### src/rtl/bingo_game_node.sv
// Two-board bingo game node: number entry, number-to-cell lookup, circle marking,
// line counting and the turn handshake with the peer board over the interboard link.
module bingo_game_node #(
  parameter int N            = 5,
  parameter int NUM_W        = 5,
  parameter int LINES_TO_WIN = 1,
  parameter int TURN_TIMEOUT = 0,
  parameter int IS_MASTER    = 0
) (
  input  logic                       clk,
  input  logic                       rst,
  input  logic                       interboard_rst,
  input  logic [NUM_W-1:0]           cur_number,
  input  logic                       enter_pulse,
  input  logic                       inter_ready,
  input  logic                       rx_en,
  input  logic [2:0]                 rx_msg_type,
  input  logic [NUM_W-1:0]           rx_number,
  output logic                       transmit,
  output logic                       tx_en,
  output logic [2:0]                 tx_msg_type,
  output logic [NUM_W-1:0]           tx_number,
  output logic [NUM_W*N*N-1:0]       map,
  output logic [N*N-1:0]             circle,
  output logic [$clog2(2*N+3)-1:0]   line_count,
  output logic                       won,
  output logic                       timeout_flag
);
  localparam logic [2:0] STATE_TURN = 3'd1;
  localparam logic [2:0] SEL_NUM    = 3'd2;
  localparam logic [2:0] STATE_WIN  = 3'd3;

  localparam int CELLS = N * N;
  localparam int NUMS  = 2 ** NUM_W;
  localparam int IDX_W = (CELLS > 1) ? $clog2(CELLS) : 1;
  localparam int LC_W  = $clog2(2 * N + 3);
  localparam int TMR_W = (TURN_TIMEOUT > 1) ? $clog2(TURN_TIMEOUT) : 1;

  typedef enum logic [3:0] {
    ST_IDLE, ST_SEND_START, ST_SEL, ST_WAIT_PEER_SEL, ST_SEND_READY,
    ST_WAIT_PEER_GUESS, ST_MARK_PEER, ST_CHECK_PEER, ST_MY_GUESS,
    ST_CHECK_OWN, ST_SEND_SEL, ST_SEND_WIN, ST_FIN
  } state_t;

  state_t                       state_q;
  logic [CELLS-1:0][NUM_W-1:0]  map_q;
  logic [IDX_W-1:0]             pos_q [NUMS];
  logic [NUMS-1:0]              used_q;
  logic [NUMS-1:0]              guessed_q;
  logic [CELLS-1:0]             circle_q;
  logic [IDX_W-1:0]             cell_idx_q;
  logic                         peer_ready_q;
  logic [TMR_W-1:0]             timer_q;
  logic [NUM_W-1:0]             peer_num_q;
  logic                         transmit_q;
  logic                         tx_en_q;
  logic [2:0]                   tx_type_q;
  logic [NUM_W-1:0]             tx_num_q;
  logic [LC_W-1:0]              line_count_q;
  logic                         won_q;
  logic                         timeout_q;

  logic [LC_W-1:0]  lines_d;
  logic [N-1:0]     row_full;
  logic [N-1:0]     col_full;
  logic [N-1:0]     diag_bits;
  logic [N-1:0]     anti_bits;
  logic [NUM_W-1:0] auto_num;
  logic             auto_ok;
  logic             sel_wr;
  logic             own_valid;
  logic             auto_fire;
  logic [NUM_W-1:0] guess_num;
  logic             rx_turn;
  logic             rx_sel;
  logic             rx_win;
  logic             win_now;
  logic             send_done;

  function automatic logic is_valid(input logic [NUM_W-1:0] n);
    return (n != '0) && (32'(n) <= CELLS);
  endfunction

  // Full-line detection over the circle bitmap
  for (genvar gi = 0; gi < N; gi++) begin : g_lines
    logic [N-1:0] row_bits;
    logic [N-1:0] col_bits;
    for (genvar gj = 0; gj < N; gj++) begin : g_cell
      assign row_bits[gj] = circle_q[gi*N + gj];
      assign col_bits[gj] = circle_q[gj*N + gi];
    end
    assign row_full[gi]  = &row_bits;
    assign col_full[gi]  = &col_bits;
    assign diag_bits[gi] = circle_q[gi*N + gi];
    assign anti_bits[gi] = circle_q[gi*N + (N-1-gi)];
  end

  always_comb begin
    lines_d = '0;
    for (int i = 0; i < N; i++) begin
      lines_d = lines_d + LC_W'(row_full[i]) + LC_W'(col_full[i]);
    end
    lines_d = lines_d + LC_W'(&diag_bits) + LC_W'(&anti_bits);
  end

  // Smallest unguessed legal number, used by the turn timeout
  always_comb begin
    auto_num = '0;
    auto_ok  = 1'b0;
    for (int i = CELLS; i >= 1; i--) begin
      if (!guessed_q[i]) begin
        auto_num = NUM_W'(i);
        auto_ok  = 1'b1;
      end
    end
  end

  assign rx_turn   = rx_en && (rx_msg_type == STATE_TURN);
  assign rx_sel    = rx_en && (rx_msg_type == SEL_NUM) && is_valid(rx_number);
  assign rx_win    = rx_en && (rx_msg_type == STATE_WIN);
  assign sel_wr    = (state_q == ST_SEL) && enter_pulse && is_valid(cur_number) && !used_q[cur_number];
  assign own_valid = (state_q == ST_MY_GUESS) && enter_pulse && is_valid(cur_number)
                     && !guessed_q[cur_number];
  assign auto_fire = (TURN_TIMEOUT > 0) && (state_q == ST_MY_GUESS) && !own_valid && auto_ok
                     && (timer_q == TMR_W'(TURN_TIMEOUT - 1));
  assign guess_num = own_valid ? cur_number : auto_num;
  assign win_now   = 32'(lines_d) >= LINES_TO_WIN;
  // A send state may only exit after its launch cycle
  assign send_done = inter_ready && !tx_en_q;

  always_ff @(posedge clk) begin
    if (sel_wr) pos_q[cur_number] <= cell_idx_q;
  end

  always_ff @(posedge clk) begin
    if (rst || interboard_rst) begin
      state_q      <= ST_IDLE;
      map_q        <= '0;
      used_q       <= '0;
      guessed_q    <= '0;
      circle_q     <= '0;
      cell_idx_q   <= '0;
      peer_ready_q <= 1'b0;
      timer_q      <= '0;
      peer_num_q   <= '0;
      transmit_q   <= 1'b0;
      tx_en_q      <= 1'b0;
      tx_type_q    <= '0;
      tx_num_q     <= '0;
      line_count_q <= '0;
      won_q        <= 1'b0;
      timeout_q    <= 1'b0;
    end else begin
      tx_en_q      <= 1'b0;
      timeout_q    <= 1'b0;
      line_count_q <= lines_d;
      case (state_q)
        ST_IDLE: begin
          if (IS_MASTER != 0) begin
            if (enter_pulse) begin
              state_q    <= ST_SEND_START;
              transmit_q <= 1'b1;
              tx_en_q    <= 1'b1;
              tx_type_q  <= STATE_TURN;
              tx_num_q   <= '0;
            end
          end else if (rx_turn) begin
            state_q <= ST_SEL;
          end
        end
        ST_SEND_START: begin
          if (send_done) begin
            state_q    <= ST_SEL;
            transmit_q <= 1'b0;
          end
        end
        ST_SEL: begin
          if ((IS_MASTER != 0) && rx_turn) peer_ready_q <= 1'b1;
          if (sel_wr) begin
            map_q[cell_idx_q]  <= cur_number;
            used_q[cur_number] <= 1'b1;
            cell_idx_q         <= cell_idx_q + 1'b1;
            if (cell_idx_q == IDX_W'(CELLS - 1)) begin
              if (IS_MASTER != 0) begin
                state_q <= ST_WAIT_PEER_SEL;
              end else begin
                state_q    <= ST_SEND_READY;
                transmit_q <= 1'b1;
                tx_en_q    <= 1'b1;
                tx_type_q  <= STATE_TURN;
                tx_num_q   <= '0;
              end
            end
          end
        end
        ST_WAIT_PEER_SEL: begin
          if (peer_ready_q || rx_turn) begin
            state_q      <= ST_MY_GUESS;
            peer_ready_q <= 1'b0;
            timer_q      <= '0;
          end
        end
        ST_SEND_READY: begin
          if (send_done) begin
            state_q    <= ST_WAIT_PEER_GUESS;
            transmit_q <= 1'b0;
          end
        end
        ST_WAIT_PEER_GUESS: begin
          if (rx_sel) begin
            peer_num_q <= rx_number;
            state_q    <= ST_MARK_PEER;
          end else if (rx_win) begin
            won_q   <= 1'b0;
            state_q <= ST_FIN;
          end
        end
        ST_MARK_PEER: begin
          circle_q[pos_q[peer_num_q]] <= 1'b1;
          guessed_q[peer_num_q]       <= 1'b1;
          state_q                     <= ST_CHECK_PEER;
        end
        ST_CHECK_PEER: begin
          if (win_now) begin
            state_q    <= ST_SEND_WIN;
            transmit_q <= 1'b1;
            tx_en_q    <= 1'b1;
            tx_type_q  <= STATE_WIN;
          end else begin
            state_q <= ST_MY_GUESS;
            timer_q <= '0;
          end
        end
        ST_MY_GUESS: begin
          if (own_valid || auto_fire) begin
            circle_q[pos_q[guess_num]] <= 1'b1;
            guessed_q[guess_num]       <= 1'b1;
            tx_num_q                   <= guess_num;
            timeout_q                  <= auto_fire;
            state_q                    <= ST_CHECK_OWN;
          end else if (TURN_TIMEOUT > 0) begin
            timer_q <= timer_q + 1'b1;
          end
        end
        ST_CHECK_OWN: begin
          transmit_q <= 1'b1;
          tx_en_q    <= 1'b1;
          if (win_now) begin
            state_q   <= ST_SEND_WIN;
            tx_type_q <= STATE_WIN;
          end else begin
            state_q   <= ST_SEND_SEL;
            tx_type_q <= SEL_NUM;
          end
        end
        ST_SEND_SEL: begin
          if (send_done) begin
            state_q    <= ST_WAIT_PEER_GUESS;
            transmit_q <= 1'b0;
          end
        end
        ST_SEND_WIN: begin
          if (send_done) begin
            state_q    <= ST_FIN;
            transmit_q <= 1'b0;
            won_q      <= 1'b1;
          end
        end
        ST_FIN: begin
          if (rx_turn) begin
            state_q      <= ST_IDLE;
            map_q        <= '0;
            used_q       <= '0;
            guessed_q    <= '0;
            circle_q     <= '0;
            cell_idx_q   <= '0;
            peer_ready_q <= 1'b0;
            won_q        <= 1'b0;
          end
        end
        default: state_q <= ST_IDLE;
      endcase
    end
  end

  assign transmit     = transmit_q;
  assign tx_en        = tx_en_q;
  assign tx_msg_type  = tx_type_q;
  assign tx_number    = tx_num_q;
  assign map          = map_q;
  assign circle       = circle_q;
  assign line_count   = line_count_q;
  assign won          = won_q;
  assign timeout_flag = timeout_q;
endmodule

### config.mk
export PLATFORM = sky130hd
export DESIGN_NAME = bingo_game_node
export DESIGN_NICKNAME = d
export VERILOG_FILES = /design/src/rtl/bingo_game_node.sv
export SDC_FILE = /design/constraint.sdc
export NUM_CORES = 1
export LEC_CHECK = 0
export CAP_MARGIN = 40
export CORE_MARGIN = 2
export CORE_UTILIZATION = 62
export DETAILED_ROUTE_END_ITERATION = 8
export PLACE_DENSITY_LB_ADDON = 0.15
export SLEW_MARGIN = 20
export SYNTH_ARGS = -nofsm -noshare
export SYNTH_HDL_FRONTEND = slang
export SYNTH_SLANG_ARGS = --single-unit
### constraint.sdc
create_clock -name clk -period 8.1 [get_ports clk]
set_input_delay 1.215 -clock clk [delete_from_list [all_inputs] [get_ports clk]]
set_output_delay 1.215 -clock clk [all_outputs]
set_load 0.02 [all_outputs]
## Word level (Yosys, flattened, before mapping)

Memories as Yosys holds them, arrays and structs flattened. A register that Yosys moved wholly into a read port is not among the register bits.
Cells that the tools add are included.

| operators by class | value |
|---|---|
| bitwise operators | 5 |
| equality and inequality tests | 30 |
| $add $sub $neg | 12 |
| $mul | 0 |
| multiplexer cells | 100 |
| reductions and logical operators | 57 |
| divide/modulo/power cells | 0 |
| shifts and indexed selects | 0 |
| $lt $le $gt $ge | 15 |

Operator list:

| cell | number |
|---|---|
| 125-bit two-way mux | 2 |
| 125-bit one-hot mux with 2 select lines | 1 |
| 5-bit two-way mux | 34 |
| 125-bit bitwise mux | 1 |
| 32-bit two-way mux | 3 |
| 32-bit OR | 3 |
| 32-bit one-hot mux with 3 select lines | 1 |
| 25-bit one-hot mux with 3 select lines | 1 |
| 5-bit AND reduction | 14 |
| 32-bit one-hot mux with 2 select lines | 1 |
| 25-bit two-way mux | 2 |
| 25-bit OR | 2 |
| 4-bit one-hot mux with 12 select lines | 1 |
| 4-bit two-way mux | 11 |
| 5-bit by 6-bit less-than comparator with 1-bit output (second input constant) | 6 |
| 4-bit by 1-bit adder with 4-bit output | 8 |
| 5-bit by 1-bit greater-or-equal comparator with 1-bit output (second input constant) | 6 |
| 1-bit demux with 5-bit select | 5 |
| 5-bit demux with 5-bit select | 1 |
| 1-bit two-way mux | 23 |
| 4-bit == test (second input constant) | 5 |
| 2-bit inequality test (second input constant) | 10 |
| 5-bit one-hot mux with 2 select lines | 2 |
| 1-bit logical AND | 19 |
| 34 further kinds | 57 |

| storage, ports and cells | value |
|---|---|
| memory bits (writable) | 160 |
| memories | 1 |
| register bits after elaboration | 244 |
| output and inout bits | 166 |
| bits in read-only memories | 0 |
| input bits | 19 |
| bits in latches | 0 |

Memory list:

| memory | depth | width | rd ports | clocked after Yosys merged registers in | write ports | RTL line | source |
|---|---|---|---|---|---|---|---|
| pos_q | 32 | 5 | 2 | 1 | 1 | 47 | `logic [IDX_W-1:0] pos_q [NUMS];` |

## Logic depth before layout (Yosys ltp)

Gate-level depths: netlist of run 1.
An unclocked memory read counts as a cell.

| depth | value |
|---|---|
| depth after elaboration | 34 |
| depth in mapped cells | 19 |

## Least setup slack after synthesis of run 1

Ideal clock, no wire load.

| timing path | value |
|---|---|
| path kind | register -> register |
| start point | register circle_q[0] (netlist: circle[0]) |
| end point | register tx_type_q[0] (netlist: tx_msg_type[0]) |
| data arrival time | 4.579 ns |
| buffers on the path | 0 |
| setup time | 0.091 ns |
| data required time | 8.009 ns |
| period minus slack after synthesis | 4.670 ns |
| slack | 3.430 ns |
| stages on the path, launching flop included | 20 |
| cells stage by stage | dfxtp_1 -> and3_1 -> nand3_1 -> fa_1 -> fa_1 -> fa_1 -> fa_1 -> inv_1 -> ha_1 -> inv_1 -> fa_1 -> nand2_1 -> nor2_1 -> and3_1 -> nand2b_1 -> mux2i_1 -> a32oi_1 -> nor2_1 -> nor2_1 -> a311oi_1 |

| on the way | value |
|---|---|
| longest elaborated chain between the ends | 15 |
| elaborated cells between the ends (all ways) | 19 |
| classes of those cells | 11 x add/sub; 1 x order compare; 1 x eq/ne; 2 x mux; 4 x reduce/logical |

RTL lines:

| item | RTL line | source |
|---|---|---|
| start, declared | 50 | `logic [CELLS-1:0] circle_q;` |
| start signal, assigned | 141 | `circle_q <= '0;` |
| start signal, assigned by index | 219 | `circle_q[pos_q[peer_num_q]] <= 1'b1;` |
| start signal, assigned by index | 236 | `circle_q[pos_q[guess_num]] <= 1'b1;` |
| 5-bit AND reduction (on tied branches) | 92, 93 |  |
| 1-bit by 1-bit adder with 2-bit output | 101 | `lines_d = lines_d + LC_W'(row_full[i]) + LC_W'(col_full[i]);` |
| 2-bit by 1-bit adder with 3-bit output | 101 |  |
| 3-bit by 1-bit adder with 4-bit output | 101 |  |
| 4-bit by 1-bit adder with 4-bit output (6 in a row) | 101 |  |
| 4-bit by 1-bit adder with 4-bit output (*) (2 in a row) | 103 | `lines_d = lines_d + LC_W'(&diag_bits) + LC_W'(&anti_bits);` |
| 4-bit by 1-bit greater-or-equal comparator with 1-bit output (*) | 127 | `assign win_now = 32'(lines_d) >= LINES_TO_WIN;` |
| 1-bit two-way mux / 2-bit inequality test (equally long branches) | n/a |  |
| 3-bit one-hot mux with 3 select lines / 4-bit AND reduction (equally long branches) | n/a |  |
| end signal, assigned | 164 | `tx_type_q <= STATE_TURN;` |
| end signal, assigned | 250 | `tx_type_q <= STATE_WIN;` |
| end signal, assigned | 253 | `tx_type_q <= SEL_NUM;` |
| end, declared | 57 | `logic [2:0] tx_type_q;` |

Every way passes the cells marked *; elsewhere a longest branch is shown, timed or not.
A chain may end at the register's enable or synchronous reset.

## Final worst setup path of run 1

| timing path | value |
|---|---|
| start point | input port cur_number[3] |
| end point | register circle_q[13] (netlist: circle[13]) |

| on the way | value |
|---|---|
| longest elaborated chain between the ends | 13 |
| elaborated cells between the ends (all ways) | 20 |
| classes of those cells | 3 x order compare; 1 x eq/ne; 7 x mux; 1 x bitwise; 7 x reduce/logical; 1 x memory |

RTL lines:

| item | RTL line | source |
|---|---|---|
| start, declared | 13 | `input logic [NUM_W-1:0] cur_number,` |
| 1-bit binary-select mux with 5-bit select, or another cell as far along | 123 | `&& !guessed_q[cur_number];` |
| 1-bit two-way mux (implied by the code) / 1-bit logical AND (equally long branches) | 123, 81 |  |
| 1-bit zero test / 1-bit logical AND (equally long branches) | 123, 122 |  |
| 1-bit logical AND | 123 |  |
| 5-bit two-way mux | 126 | `assign guess_num = own_valid ? cur_number : auto_num;` |
| memory 32 x 5 bit | n/a |  |
| 5-bit by 6-bit less-than comparator with 1-bit output (implied by the code) / 5-bit by 1-bit greater-or-equal comparator with 1-bit output (equally long branches) | 236 |  |
| 1-bit logical AND (implied by the code) | 236 |  |
| 1-bit two-way mux (implied by the code) | 236 |  |
| 1-bit demux with 5-bit select | 236 |  |
| 25-bit OR (no source line) | n/a |  |
| 25-bit two-way mux | 235 | `if (own_valid \|\| auto_fire) begin` |
| 25-bit one-hot mux with 3 select lines | 157 | `case (state_q)` |
| end signal, assigned | 141 |  |
| end signal, assigned by index | 236 |  |
| end signal, assigned | 275 | `circle_q <= '0;` |

Several ways; a longest one is shown, not always the timed one. The select of a mux whose other input is x is not followed.

==> implementation parameters, run 1 <==
Parameter                              Value

Finish
  Nets    a little over 2000
  Register cell area after layout    around 9600 sq um
  Fraction of layout cells with a size suffix above 1    0.115
  Antenna diodes    0
  Final non-filler cell area    22200 sq um
  Filler instances    roughly 2000
  Post-Route Utilization    0.755
  Most common cell after layout, fill and taps aside    nor2_1
  Commonest cells after routing, fill and taps aside    367 x nor2_1, 236 x dfxtp_1, 181 x clkdlybuf4s50_1
  Post-synthesis to final-layout area growth    20.7%
  Multi-input combinational cell area    between 8000 and 9000 sq um

Worst setup path
  FF-to-FF path depth    13
  RR Startpoint    state_q[3]
  Critical Path Stages    14
  Data arrival time of the worst path    roughly 6.7 ns
  WP data required    8.55 ns
  Reg2Reg Capture Point    circle[13]
  Critical path, cell by cell    clkdlybuf4s50_1 > inv_2 > a2111oi_0 > or4b_1 > nand4_1 > o21ai_4 > buf_16 > buf_4 > mux2i_1 > nor3_1 > a311oi_1 > o211ai_2 > or4_1 > o22ai_1
  Crit. Startpoint    cur_number[3]
  Slack of the worst reg-to-reg path    around 2.2 ns
  Category of the critical setup timing path    primary input to flop
  Crit Path Max Fanout    19
  Worst path slowest cell    clkdlybuf4s50_1
  Cell type group with the largest total delay on the critical path    compound AO/OA/AOI/OAI gates
  Type of destination of the critical path    flop
  Category of the worst setup path launch point    primary input
  End point of the critical path    circle[13]
  CP peak stage delay    between 0.9 and 1 ns
  Crit path buf inv count    4

Power
  Proportion of power drawn by the clock network    0.461
  Proportion of power drawn by flip-flops and latches    0.513
  Max rail drop VDD    roughly 170 uV
  Switching power of the nets    roughly 0.86 mW
  Switching share of total power    0.211
  Power share of the combinational group    0.026
  Lkg Pwr    ~7.5 nW
  Pwr/cell area    183 nW/um^2
  Internal power    between 3 and 4 mW

Routing
  Routed length per placed instance    22.7 um
  Remaining design rule violation count    0
  Ratio of routed vias to standard cells    about 6.5
  Post-detailed-routing wire length    around 55 mm
  DRC marker count from the first detailed-route iteration    around 1700
  Total vias in the final route    approximately 16000
  First-pass iteration count of the detailed router    5
  Post-route antenna net violation count    0

CTS
  Cells resized by post-CTS repair    0
  Clk_lat worst skew    0.54 ns
  Buffers from clock root to sink, at most    3
  Hold bufs inserted after CTS    0
  Clock Sink Count    399
  Clock tree from TritonCTS    built
  Setup Buffers After CTS    0
  Clock transition time at the flip-flop clock pins of the worst setup and hold paths    0.06 ns
  H-tree depth reported by CTS    2
  Clk root buf    clkbuf_16
  Num CTS Buffers    a little over 40

Synth
  Cell types with the largest area share after synthesis    edfxtp_1 26%, dfxtp_1 26%, mux4_2 7.7%
  Area share of the leading cell type in the synthesized netlist    0.261
  Netlist area before placement    roughly 18000 sq um
  Synthesized instance count    1817
  Netlist cell types    85
  Number of flops mapped to enable cells by yosys    between 150 and 200
  Most used DFF post-synth    dfxtp_1
  Number of flip-flops and latches in the synthesized netlist    399
  Ys async rst share    0
  Synth area leader    edfxtp_1
  Post-synthesis sequential area ratio    0.521
  Number of warnings issued by yosys    0
  Mean cell area of the mapped netlist    ~10 sq um

Timing
  Worst Clk Skew    0.0201 ns
  Setup repair after global routing missed its margin    no
  Upper clock frequency limit    about 160 MHz
  Measured slew at the worst slew-check pin    approximately 0.90 ns
  Number of failing hold endpoints at the final stage    0
  Post-route setup TNS    0 ns
  Count of final max-slew check failures    0
  Post-route fraction of the period consumed by the critical path    0.775
  Fin crit period    6.28 ns
  Number of endpoints failing setup at the final stage    0
  Slew headroom    0.400

GRT
  First-pass GRT wire length    between 80 and 90 mm
  Via count of the first global-routing pass    15192
  Total track usage    0.352
  Total gr overflow    0
  Largest net degree at the start of global routing    90
  Number of antenna violations at the first check in global routing    0

Floorplan
  Effective utilization at floorplan    0.626
  Floorplan die area    31100 sq um
  Placement Rows    63
  Die width    176 um
  Vertical die dimension    176 um
  I/O pin count    185
  Area of the core region    between 20000 and 30000 sq um

Min path
  Number of instances on the worst hold path    2
  Min-delay worst type    flop to flop

Job
  Maxcap violations    0

Placed design
  Last weighted congestion value of the routability-driven placer    ~1
  HPWL after detailed placement    roughly 37 mm
  Post-detailed-placement cell area    around 21000 sq um
  Total of buffers placed on input and output ports    about 180

Run status
  Run status    completed
metal layers:
layer  GRT usage  wire [um]  vias to the layer above
li1            -          -                     7056
met1       0.459      21100                     7502
met2       0.562      25700                      954
met3      0.0924       5850                      176
met4       0.146       2300                        0
met5           0          0                        -
cell families (layout without fill, tap and decap cells):
family                   count (synthesis)  count (layout)  share of synthesized area
other                                    1              37                   0.000204
adder cells (fa/ha/maj)                 15              15                     0.0131
AO/OA/AOI/OAI                          416             416                      0.147
AND/OR/NAND/NOR                        706             706                      0.170
flip-flops                             399             399                      0.521
XOR/XNOR                                 4               4                    0.00190
buffers and inverters                  152             330                     0.0343
multiplexers                           124             124                      0.112
per-stage QoR:
| stage | hold slack (ns) | power, mW | cells | setup WS, ns |
|---|---|---|---|---|
| 4_1_cts | 0.467 | 4.07 | 2411 | 1.71 |
| 3_3_place_gp | 0.443 | 2.22 | 2320 | 1.42 |
| 5_1_grt | 0.487 | 4.15 | 2421 | 1.59 |
| 3_5_place_dp | 0.454 | 2.23 | 2340 | 1.18 |
| 6_report | 0.464 | 4.07 | 2421 | 1.82 |
| 2_1_floorplan | 0.431 | 2.19 | 1853 | 3.43 |
worst min path at each step:
stage / startpoint / endpoint / slack [ns]
global route: used_q[7] / used_q[7] / 0.49
global placement: used_q[23] / used_q[23] / 0.44
floorplan: used_q[10] / used_q[10] / 0.43
CTS: used_q[14] / used_q[14] / 0.47
finish: used_q[6] / used_q[6] / 0.46
detailed placement: used_q[0] / used_q[0] / 0.45
flip-flops by register name (all words and copies together) (netlist names), named ones only:
register	count
cell_idx_q	5
circle	25
guessed_q	28
line_count	4
map	125
peer_num_q	5
pos_q	160
state_q	4
transmit	1
tx_en	1
tx_msg_type	2
tx_number	5
used_q	28
won	1
synthesized netlist by cell type, types with 4 or more instances:
cell type / instances
nor2b_1: 13
nand4_1: 10
or3_1: 8
nand2_1: 149
dfxtp_1: 239
a211oi_1: 4
and3_1: 17
o211ai_1: 20
nor3b_1: 4
nand3_1: 41
fa_1: 7
a21oi_1: 105
buf_1: 15
or2_2: 4
o22ai_1: 52
a22oi_1: 8
inv_1: 26
a21o_1: 4
buf_4: 5
a41oi_1: 4
and2_1: 11
mux2i_1: 36
a31oi_1: 132
clkbuf_1: 87
nor2_1: 367
nor4_1: 8
nand3b_1: 8
o2111ai_1: 7
ha_1: 8
nand2b_1: 20
a2111oi_0: 6
edfxtp_1: 160
mux2_2: 23
o21ai_0: 22
a21boi_0: 4
mux4_2: 63
nor3_1: 28
buf_2: 15
final cells by class:
class                   instances  area share
well taps                     390      0.0220
multi-input cells            1302       0.378
clock buffers                  52      0.0517
inverters                      27     0.00456
clock inverters                19     0.00800
repair buffers                232       0.104
flip-flops and latches        399       0.432
power groups by stage:
stage | logic, mW | clock network [mW] | registers (mW)
floorplan | 0.0640 | 0 | 2.13
global placement | 0.0937 | 0 | 2.13
detailed placement | 0.0982 | 0 | 2.13
CTS | 0.0985 | 1.89 | 2.09
global route | 0.112 | 1.95 | 2.08
finish | 0.105 | 1.87 | 2.08
worst reg2reg max path, stage by stage, from the launching register on:
cell      delay [ns]
dfxtp_1         0.72
nor2b_1         0.58
nand2_1         0.44
a311oi_2        0.46
nand4_1         0.78
o21ai_4         0.55
buf_16          0.22
buf_4           0.25
mux2i_1         0.23
nor3_1          0.06
a311oi_1        0.41
o211ai_2        0.21
or4_1           0.64
o22ai_1         0.21
Power figures use the tool's default switching activity.
==> inputs of run 2 (changes only) <==
--- a/config.mk
+++ b/config.mk
@@ -7,7 +7,7 @@
 export LEC_CHECK = 0
 export CAP_MARGIN = 40
 export CORE_MARGIN = 2
-export CORE_UTILIZATION = 62
+export CORE_UTILIZATION = 52
 export DETAILED_ROUTE_END_ITERATION = 8
 export PLACE_DENSITY_LB_ADDON = 0.15
 export SLEW_MARGIN = 20
==> constraint.sdc (replaced) <==
create_clock -name clk -period 5.18 [get_ports clk]
set_input_delay 0.777 -clock clk [delete_from_list [all_inputs] [get_ports clk]]
set_output_delay 0.777 -clock clk [all_outputs]
set_load 0.02 [all_outputs]
==> run 2 against run 1 <==
  * Register-to-register slack got worse by 1.9 ns
  * Power up 57%
  * Critical path type is now flop to flop
  * Global-route usage fell by 5.0 points
  * Sequential cell count did not move
  * Clock skew up 0.0032 ns
  * Hold slack worse by 0.0033 ns
==> implementation parameters, run 2 (synthesis results as in run 1) <==
Parameter                              Value

CTS
  H-tree depth reported by CTS    2
  Cells resized by post-CTS repair    0
  Clk root buf    clkbuf_16
  Buffers from clock root to sink, at most    3
  Clock transition time at the flip-flop clock pins of the worst setup and hold paths    ~0.060 ns
  Hold bufs inserted after CTS    0
  Num CTS Buffers    43
  Clk_lat worst skew    between 0.5 and 0.6 ns
  Clock tree from TritonCTS    built
  Clock Sink Count    between 300 and 400
  Setup Buffers After CTS    0

Finish
  Nets    ~2100
  Number of flip-flops under the largest register name    160
  Antenna diodes    0
  Fraction of layout cells with a size suffix above 1    0.130
  Number of non-filler instances in the completed layout    2529
  Commonest cells after routing, fill and taps aside    367 x nor2_1, 230 x dfxtp_1, 181 x clkdlybuf4s50_1
  Post-synthesis to final-layout area growth    22.5%
  Most common cell after layout, fill and taps aside    nor2_1
  Register containing the most flip-flops in the final layout    pos_q

Worst setup path
  Category of the critical setup timing path    flop to flop
  Category of the worst setup path launch point    flop
  WP data required    around 5.6 ns
  Data arrival time of the worst path    around 5.3 ns
  Reg2Reg Capture Point    transmit
  Crit. Startpoint    circle[7]
  Slack of the worst reg-to-reg path    between 0.3 and 0.4 ns
  FF-to-FF path depth    18
  Crit Path Max Fanout    4
  Type of destination of the critical path    flop
  RR Startpoint    circle[7]
  End point of the critical path    transmit

Job
  Maxcap violations    0

Floorplan
  I/O pin count    about 190
  Floorplan die area    36900 sq um
  Effective utilization at floorplan    0.530
  Area of the core region    34700 sq um
  Vertical die dimension    slightly below 200 um
  Placement Rows    68
  Die width    slightly below 200 um

Timing
  Number of endpoints failing setup at the final stage    0
  Number of failing hold endpoints at the final stage    0
  Post-route setup TNS    0 ns
  Slew headroom    0.369
  Post-route fraction of the period consumed by the critical path    0.942
  Worst Clk Skew    0.0233 ns
  Fin crit period    ~4.9 ns
  Count of final max-slew check failures    0
  Setup repair after global routing missed its margin    no
  Upper clock frequency limit    205 MHz
  Measured slew at the worst slew-check pin    roughly 0.94 ns

Routing
  Total vias in the final route    15608
  DRC marker count from the first detailed-route iteration    between 1500 and 2000
  Post-route antenna net violation count    0
  First-pass iteration count of the detailed router    8
  Post-detailed-routing wire length    about 56 mm
  Ratio of routed vias to standard cells    roughly 6
  Routed length per placed instance    approximately 22 um
  Remaining design rule violation count    0

Run status
  Run status    completed

Power
  Lkg Pwr    between 7 and 8 nW
  Max rail drop VDD    251 uV
  Pwr/cell area    between 200 and 300 nW/um^2

GRT
  Number of antenna violations at the first check in global routing    1
  Via count of the first global-routing pass    14742
  Total track usage    0.302
  Largest net degree at the start of global routing    between 70 and 80
  Total gr overflow    0
  First-pass GRT wire length    between 80 and 90 mm

Min path
  Min-delay worst type    flop to flop

Placed design
  Last weighted congestion value of the routability-driven placer    ~0.97
  Placed instance count    2452
  Total of buffers placed on input and output ports    approximately 180
  HPWL after detailed placement    about 39 mm
[run 2: worst min-delay path by stage]
stage	from	endpoint	slack, ns	cells past startpoint
after detailed placement	tx_number[1]	tx_number[1]	0.45	2
final	tx_number[1]	tx_number[1]	0.46	2
after global placement	used_q[2]	used_q[2]	0.44	2
after global routing	used_q[21]	used_q[21]	0.49	2
after floorplan	used_q[10]	used_q[10]	0.43	2
after CTS	tx_number[1]	tx_number[1]	0.47	2
[run 2: area by class of cell]
| cell class | instances | area [sq um] |
|---|---|---|
| clock inverter | 13 | 128 |
| clock buffer | 63 | 1210 |
| fill | 2772 | 12200 |
| tap | 455 | 569 |
| timing repair buffer | 270 | 2580 |
| inverter | 27 | 101 |
| multi-input combinational | 1302 | 8350 |
| sequential | 399 | 9600 |
[run 2: worst max-delay path: stages, from the launching register on]
cell      delay, ns
dfxtp_1        0.39
and3_1         0.17
nand3_1        0.13
fa_1           0.48
fa_1           0.57
fa_1           0.45
fa_1           0.49
inv_1          0.07
ha_1           0.16
inv_1          0.05
fa_1           0.51
nand2_1        0.06
nor2_1         0.08
and3_2         0.27
nand2b_1       0.19
mux2i_1        0.09
a32oi_1        0.23
nor2_1         0.10
o221a_2        0.28
[run 2: routing by layer]
metal / vias to the layer above / track usage / routed length [um]
met2: 837 / 0.471 / 25700
met5: - / 0 / 13
met3: 118 / 0.0950 / 6160
met1: 7511 / 0.401 / 22000
li1: 7140 / - / -
met4: 2 / 0.102 / 1690
[run 2: through the flow]
step	instance area, sq um	util	setup slack (ns)	hold WS [ns]	total power, mW
floorplan	18500	-	0.510	0.431	3.43
global placement	21100	0.607	0.0735	0.442	3.48
detailed placement	21200	0.610	0.0366	0.452	3.49
CTS	22500	0.649	0.169	0.466	6.41
global route	22500	0.649	0.0203	0.492	6.55
finish	22500	0.649	0.303	0.460	6.38
[run 2: power breakdown]
part	switching, mW	internal, mW	leakage [nW]
Clock	1.23	1.72	0.650
Sequential	0.00497	3.26	3.44
Combinational	0.116	0.0505	3.55
